**src/rtl/camera_pkg.sv**
```systemverilog
// Shared types and constants for the camera capture path.
// FSM encoding, default geometry and RGB565 pixel width.
package camera_pkg;

  typedef enum logic [2:0] {
    IDLE,
    SYNC,
    SKIP,
    ARM,
    ACTIVE,
    DROP
  } state_t;

  localparam int DEF_IMG_W = 640;
  localparam int DEF_IMG_H = 480;
  localparam int PIX_W     = 16;

endpackage

```
**src/rtl/dvp_edge_sync.sv**
```systemverilog
// Registers the DVP pins once (s1), delays once more (s2),
// and derives vsync/href edge strobes from the pair.
module dvp_edge_sync (
  input  logic       clk,
  input  logic       rst,
  input  logic       vsync,
  input  logic       href,
  input  logic [7:0] data,
  output logic       vsync_s1,
  output logic       href_s1,
  output logic [7:0] data_s1,
  output logic       vs_rise,
  output logic       vs_fall,
  output logic       href_fall
);

  logic vsync_s2;
  logic href_s2;

  always_ff @(posedge clk) begin
    if (rst) begin
      vsync_s1 <= 1'b0;
      href_s1  <= 1'b0;
      data_s1  <= 8'h00;
      vsync_s2 <= 1'b0;
      href_s2  <= 1'b0;
    end else begin
      vsync_s1 <= vsync;
      href_s1  <= href;
      data_s1  <= data;
      vsync_s2 <= vsync_s1;
      href_s2  <= href_s1;
    end
  end

  assign vs_rise   = vsync_s1 & ~vsync_s2;
  assign vs_fall   = ~vsync_s1 & vsync_s2;
  assign href_fall = ~href_s1 & href_s2;

endmodule

```
**src/rtl/camera_pixel_packer.sv**
```systemverilog
// Pairs DVP bytes into RGB565 pixels, gates writes to whole
// frames after start-up skip, and tracks frame/line health.
module camera_pixel_packer
  import camera_pkg::*;
#(
  parameter int IMG_W       = DEF_IMG_W,
  parameter int IMG_H       = DEF_IMG_H,
  parameter int SKIP_FRAMES = 10
) (
  input  logic             camera_pclk,
  input  logic             rst,
  input  logic             reg_conf_done,
  input  logic             camera_vsync,
  input  logic             camera_href,
  input  logic [7:0]       camera_data,
  input  logic             fifo_full,
  output logic [PIX_W-1:0] pix_data,
  output logic             pix_wr_en,
  output logic             pix_sof,
  output logic             frame_done,
  output logic [15:0]      frame_cnt,
  output logic [10:0]      line_cnt,
  output logic             overflow,
  output logic             len_err
);

  localparam int SKW =
    (SKIP_FRAMES > 0) ? $clog2(SKIP_FRAMES + 1) : 1;
  localparam logic [10:0] LINE_BYTES  = 11'(2 * IMG_W);
  localparam logic [10:0] FRAME_LINES = 11'(IMG_H);
  localparam logic [10:0] SAT         = 11'h7FF;

  logic             vsync_s1;
  logic             href_s1;
  logic [7:0]       data_s1;
  logic             vs_rise;
  logic             vs_fall;
  logic             href_fall;
  logic             phase;
  logic [7:0]       hi_byte;
  logic [10:0]      byte_cnt;
  logic             formed;
  logic [PIX_W-1:0] pixel;
  state_t           state;
  logic [SKW-1:0]   skip_cnt;
  logic             first_pix;

  dvp_edge_sync u_sync (
    .clk      (camera_pclk),
    .rst      (rst),
    .vsync    (camera_vsync),
    .href     (camera_href),
    .data     (camera_data),
    .vsync_s1 (vsync_s1),
    .href_s1  (href_s1),
    .data_s1  (data_s1),
    .vs_rise  (vs_rise),
    .vs_fall  (vs_fall),
    .href_fall(href_fall)
  );

  assign formed = href_s1 & phase;
  assign pixel  = {hi_byte, data_s1};

  // An odd-length line leaves its last byte in hi_byte, never paired.
  always_ff @(posedge camera_pclk) begin
    if (rst) begin
      phase    <= 1'b0;
      hi_byte  <= 8'h00;
      byte_cnt <= 11'd0;
      line_cnt <= 11'd0;
    end else begin
      phase <= href_s1 & ~phase;
      if (href_s1 && !phase)
        hi_byte <= data_s1;
      if (!href_s1)
        byte_cnt <= 11'd0;
      else if (byte_cnt != SAT)
        byte_cnt <= byte_cnt + 11'd1;
      if (vsync_s1)
        line_cnt <= 11'd0;
      else if (href_fall && line_cnt != SAT)
        line_cnt <= line_cnt + 11'd1;
    end
  end

  always_ff @(posedge camera_pclk) begin
    if (rst) begin
      state      <= IDLE;
      skip_cnt   <= '0;
      first_pix  <= 1'b0;
      pix_data   <= '0;
      pix_wr_en  <= 1'b0;
      pix_sof    <= 1'b0;
      frame_done <= 1'b0;
      frame_cnt  <= 16'd0;
      overflow   <= 1'b0;
      len_err    <= 1'b0;
    end else begin
      pix_wr_en  <= 1'b0;
      pix_sof    <= 1'b0;
      frame_done <= 1'b0;
      if (!reg_conf_done) begin
        state <= IDLE;
      end else begin
        unique case (state)
          IDLE: state <= SYNC;
          SYNC: begin
            if (vs_rise) begin
              skip_cnt <= SKW'(SKIP_FRAMES);
              state    <= (SKIP_FRAMES == 0) ? ARM : SKIP;
            end
          end
          SKIP: begin
            if (skip_cnt == '0) begin
              state <= ARM;
            end else if (vs_rise) begin
              skip_cnt <= skip_cnt - 1'b1;
              if (skip_cnt == SKW'(1))
                state <= ARM;
            end
          end
          ARM: begin
            if (vs_fall) begin
              state     <= ACTIVE;
              first_pix <= 1'b1;
            end
          end
          ACTIVE: begin
            // Overflow beats a coincident end-of-frame.
            if (formed && fifo_full) begin
              overflow <= 1'b1;
              state    <= DROP;
            end else begin
              if (formed) begin
                pix_wr_en <= 1'b1;
                pix_sof   <= first_pix;
                pix_data  <= pixel;
                first_pix <= 1'b0;
              end
              if (href_fall && byte_cnt != LINE_BYTES)
                len_err <= 1'b1;
              if (vs_rise) begin
                frame_done <= 1'b1;
                frame_cnt  <= frame_cnt + 16'd1;
                first_pix  <= 1'b1;
                if (line_cnt != FRAME_LINES)
                  len_err <= 1'b1;
              end
            end
          end
          DROP: if (vs_rise) state <= ARM;
          default: state <= IDLE;
        endcase
      end
    end
  end

endmodule
```
**config.mk**
```make
export PLATFORM = sky130hd
export DESIGN_NAME = camera_pixel_packer
export DESIGN_NICKNAME = d
export VERILOG_FILES = /design/src/rtl/camera_pkg.sv /design/src/rtl/dvp_edge_sync.sv /design/src/rtl/camera_pixel_packer.sv
export SDC_FILE = /design/constraint.sdc
export NUM_CORES = 1
export LEC_CHECK = 0
export BUFFER_PORTS_ARGS = -buffer_cell sky130_fd_sc_hd__buf_2
export CAP_MARGIN = 20
export CORE_AREA = 2 2 108 110
export CTS_CLUSTER_SIZE = 20
export DETAILED_ROUTE_END_ITERATION = 12
export DIE_AREA = 0 0 110 112
export SYNTH_ARGS = -nofsm -noshare
export SYNTH_HDL_FRONTEND = slang
export SYNTH_SLANG_ARGS = --single-unit
```
**constraint.sdc**
```tcl
create_clock -name camera_pclk -period 3.8 [get_ports camera_pclk]
set_clock_uncertainty 0.1 [all_clocks]
set_input_delay 0.38 -clock camera_pclk [delete_from_list [all_inputs] [get_ports camera_pclk]]
set_output_delay 0.38 -clock camera_pclk [all_outputs]
set_load 0.02 [all_outputs]
```
* Yosys cells after proc, flatten, opt, wreduce, memory -nomap -nowiden
Index checks and enable logic that the tools add are counted.
Cells by class: add/sub/neg operators 4, equality and inequality tests 20, mux-type cells 22, bitwise operators 13, reductions and logical operators 21
Operators by type and width (count):
- 11-bit inequality test, second input constant | 3
- 11-bit by 1-bit adder with 11-bit output, second input constant | 2
- 3-bit two-way mux | 7
- 3-bit case mux with 6 select lines | 1
- 16-bit by 1-bit adder with 16-bit output, second input constant | 1
- 4-bit two-way mux | 3
- 11-bit by 9-bit inequality test with 1-bit output, second input constant | 1
- 5-bit AND reduction | 2
- 1-bit two-way mux | 9
- 2-bit by 1-bit inequality test with 1-bit output, second input constant | 4
- 1-bit inverter | 8
- 4-bit case mux with 2 select lines | 1
- 4-bit AND reduction | 2
- 3-bit by 2-bit == test with 1-bit output, second input constant | 2
- 3-bit == test, second input constant | 2
- 2-bit inequality test, second input constant | 3
- 3-bit by 2-bit inequality test with 1-bit output, second input constant | 2
- 3-bit AND reduction | 2
- 6-bit AND reduction | 1
- 2-bit OR reduction | 3
- 1-bit bitwise AND | 5
- 5-bit OR reduction | 1
- 4-bit by 1-bit == test with 1-bit output, second input constant | 1
- 1-bit logical AND | 4
- other kinds (9) | 10
Word-level totals: register bits after elaboration 88, output and inout bits 48, word-level logic and storage cells 99

* Depth between registers and ports, before layout
depth after elaboration 6, depth in mapped cells 6, mapped depth without buffers 6

* Modules after synthesis
A second synthesis with hierarchy kept.
Second synthesis, totals: cell total of the unflattened synthesis 432, area, all modules 3768.6 um^2
Modules (own cells, without submodules):
- camera_pixel_packer | instances 1, cells each 404, area an instance 3383.2 um^2
- dvp_edge_sync | instances 1, cells each 28, area an instance 385.4 um^2

* Worst setup path before layout
Ideal clock, no wire load.
path kind register to register, start point register line_cnt[0], end point register len_err, arrival 1.576 ns, slack 2.002 ns, stages on the path, launching flop included 7, path through dfxtp_1 > inv_1 > ha_1 > or4b_2 > nor4_1 > a221o_1 > o41ai_1
Between the ends: longest elaborated chain between the ends 3
RTL lines:
- start, declared | line camera_pixel_packer.sv:22 | output logic [10:0] line_cnt,
- start signal, assigned | line camera_pixel_packer.sv:83 | line_cnt <= line_cnt + 11'd1;
- 11-bit by 9-bit inequality test with 1-bit output | line camera_pixel_packer.sv:147 | if (line_cnt != FRAME_LINES)
- 1-bit two-way mux | line camera_pixel_packer.sv:147
- 1-bit two-way mux | line camera_pixel_packer.sv:143 | if (vs_rise) begin
- end signal, assigned | line camera_pixel_packer.sv:98 | len_err <= 1'b0;
- end signal, assigned | line camera_pixel_packer.sv:142 | len_err <= 1'b1;
- end signal, assigned | line camera_pixel_packer.sv:148 | len_err <= 1'b1;
- end, declared | line camera_pixel_packer.sv:24 | output logic len_err
No other way between the ends. A chain may end at the register's enable or synchronous reset.

* Worst setup path after layout
start point register state[2], end point register pix_data[2]
Between the ends: longest elaborated chain between the ends 2
RTL lines:
- start, declared | line camera_pixel_packer.sv:44 | state_t state;
- start signal, assigned | line camera_pixel_packer.sv:111 | state <= (SKIP_FRAMES == 0) ? ARM : SKIP;
- 3-bit == test | line camera_pixel_packer.sv:106 | unique case (state)
- 4-bit AND reduction (no line)
- end signal, assigned | line camera_pixel_packer.sv:138 | pix_data <= pixel;
- end, declared | line camera_pixel_packer.sv:17 | output logic [PIX_W-1:0] pix_data,
No other way between the ends.

==> metrics <==
HP Class=in -> reg; TNS Setup=0 ps; peak supply drop=0.000293 V; ANT nets after route=0; crit path cell chain=or3b_1 > nor3_2 > nand2_1 > a21oi_1; largest net degree at the start of global routing=41; Int Power=1.41 mW; Synth area leaders=dfxtp_1, a21oi_1, nand2_1; crit-path max cell delay=800 ps; clk buf depth=2; first-pass GRT wire length=14100 um; critical path startpoint category=flip-flop; fin util=40.2%; Seq pwr share=51.3%; fin. max-slew vios=0; post-synth top area share=46.2%; Root Driver=clkbuf_16; Starting Density=34.1%; Pwr per Cell Area=411 mW/mm^2; clk_lat worst skew=340 ps; r2r setup slk=1540 ps; fmax=443 MHz; area leader, netlist=dfxtp_1; Crit Path Max Fanout=16; initial antenna violation count=1; fraction of registers with async set/reset=0%; Area Overhead vs Synth=17.7%; crit path time final=2260 ps; flops & latches, synth=88; syn avg cell area=8.88 um^2; Clock Power Share=45.5%; DP Wirelength=5850 um; Logic pwr share=3.2%; Die Area=0.0123 mm^2; all-layer global routing usage=14.1%; status=completed; register area share after synthesis=46.2%; 1st-pass router iterations=4; cells resized by post-CTS repair=0; worst rel slew slack=35.1%; slowest CP cell=nor3_2; Hold-fix buffers, CTS=0; GR Overflow Total=0; vias in the first global route=2945; cell area after synthesis=0.00381 mm^2; Post-Synthesis Net Count=451; RSZ-0062 raised after global routing=false; Die X=110 um; count leader, synth=dfxtp_1; DRC Markers=0; most common flop cell mapped by yosys=dfxtp_1; EDFF count, synth=0; row count=39; wire per inst=13.4 um; total number of vias=3202; max cap viols=0; CTS buffer count=9; yosys synthesis warning count=0; number of library cell types mapped by synthesis=55; nature of the critical path endpoint=flip-flop; Net Sw Frac=23.4%; total power=1.84 mW; RD Place Congestion=0.810; clock-pin slew on the worst setup and hold paths=70 ps; Routed WL=8460 um; NetSw=432 uW; top cells by count, synth=dfxtp_1, nand2_1, a21oi_1; Die Y=112 um; arrival time worst endpoint=2430 ps; IO Port Bufs=61; final hold violations=0; I/O pin count=62; Crit Path Class=reg -> reg; final worst-path cycle share=59.4%; final setup fails=0; post-CTS setup repair buffer count=0; share of cells above drive strength 1=17.9%; H-tree depth reported by CTS=3; number of DRC markers in iteration 0=152; worst slew pin tran=968 ps; vias per inst=5.07; core area=0.0112 mm^2; clock sinks=88; TritonCTS clock tree=built; Worst Path Required=3970 ps; Leak Pwr=1.79 nW; Post-Syn Instances=429; post-layout net count=504
[layout make-up]
type | instances | area (um^2)
repair buffers | 62 | 313
clock buffers | 10 | 229
fillers | 1136 | 6690
diodes | 1 | 2.50
clock inverters | 6 | 52.6
flip-flops and latches | 88 | 1760
multi-input cells | 307 | 1900
well taps | 143 | 179
inverters | 14 | 52.6
[cell usage in the layout, fill, tap and decap left out, types with 2 or more instances in the layout]
master | Yosys | routed
a211oi_1 | 3 | 3
inv_1 | 14 | 14
dfxtp_1 | 88 | 88
nand2b_1 | 8 | 8
a21oi_1 | 45 | 45
and2_1 | 3 | 3
or4_1 | 10 | 10
or2_2 | 2 | 2
o31ai_1 | 10 | 10
ha_1 | 8 | 8
xor2_1 | 7 | 7
nor2b_1 | 18 | 18
nand4_1 | 14 | 14
nor4_1 | 3 | 3
clkinvlp_4 | 0 | 2
o21a_1 | 2 | 2
or3_1 | 9 | 9
or3b_1 | 2 | 2
a31oi_1 | 6 | 6
and3_1 | 5 | 5
mux2i_1 | 11 | 11
nand3_1 | 13 | 13
o41ai_1 | 3 | 3
o21ai_0 | 13 | 13
or3b_2 | 2 | 2
o22ai_1 | 2 | 2
and4_1 | 8 | 8
and3b_1 | 2 | 2
nand2_1 | 48 | 48
buf_2 | 2 | 61
inv_6 | 0 | 2
clkbuf_16 | 0 | 9
nor2_1 | 26 | 26
nor3_1 | 4 | 4
[flip-flops by register name, summed over array words and instances, names as in the netlist, 3 cells and up]
signal / count
byte_cnt: 11
frame_cnt: 16
hi_byte: 8
line_cnt: 11
pix_data: 16
skip_cnt: 4
state: 3
u_sync.data_s1: 8
[power groups by stage]
stage / combinational (mW) / clock [mW] / sequential, mW
global route: 0.0666 / 0.900 / 0.948
detailed placement: 0.0595 / 0 / 0.968
finish: 0.0586 / 0.839 / 0.946
CTS: 0.0597 / 0.859 / 0.946
floorplan: 0.0467 / 0 / 0.963
global placement: 0.0589 / 0 / 0.967
[kinds of logic after synthesis]
family	share of synthesized area [%]
buf+inv	4.01
simple gates	27.7
flops	46.2
xor+xnor	1.84
compound gates	14.7
fa+ha+maj	2.63
mux	2.89
[per-stage QoR]
| stage | cell area, um^2 | setup slack (ps) | hold WS (ps) | instances |
|---|---|---|---|---|
| 2_1_floorplan | 3810 | 2000 | 323 | 429 |
| 3_3_place_gp | 4200 | 1560 | 337 | 614 |
| 3_5_place_dp | 4200 | 1480 | 341 | 614 |
| 4_1_cts | 4480 | 1480 | 141 | 630 |
| 5_1_grt | 4480 | 1310 | 146 | 630 |
| 6_report | 4490 | 1540 | 150 | 631 |
[worst paths after layout]
kind,cells after the start,endpoint,start
worst max register to register,4,pix_data[2],state[2]
worst min-delay path,2,u_sync.data_s1[0],camera_data[0]
worst max-delay path,4,pix_data[2],state[2]
worst min register to register,2,pix_data[13],hi_byte[5]
[routing by layer]
| layer | up-vias | GRT usage, % | routed length (um) |
|---|---|---|---|
| met5 | - | 0 | 0 |
| met4 | 0 | 3.80 | 95 |
| met3 | 10 | 4.39 | 462 |
| met2 | 62 | 22.2 | 3900 |
| met1 | 1471 | 18.7 | 4000 |
| li1 | 1659 | - | - |
[critical path, delay by kind of cell, from the launching register on]
kind            cells  cell delay (ps)
compound gates      1              150
flops               1              520
simple gates        3             1410
Power figures use the tool's default switching activity.
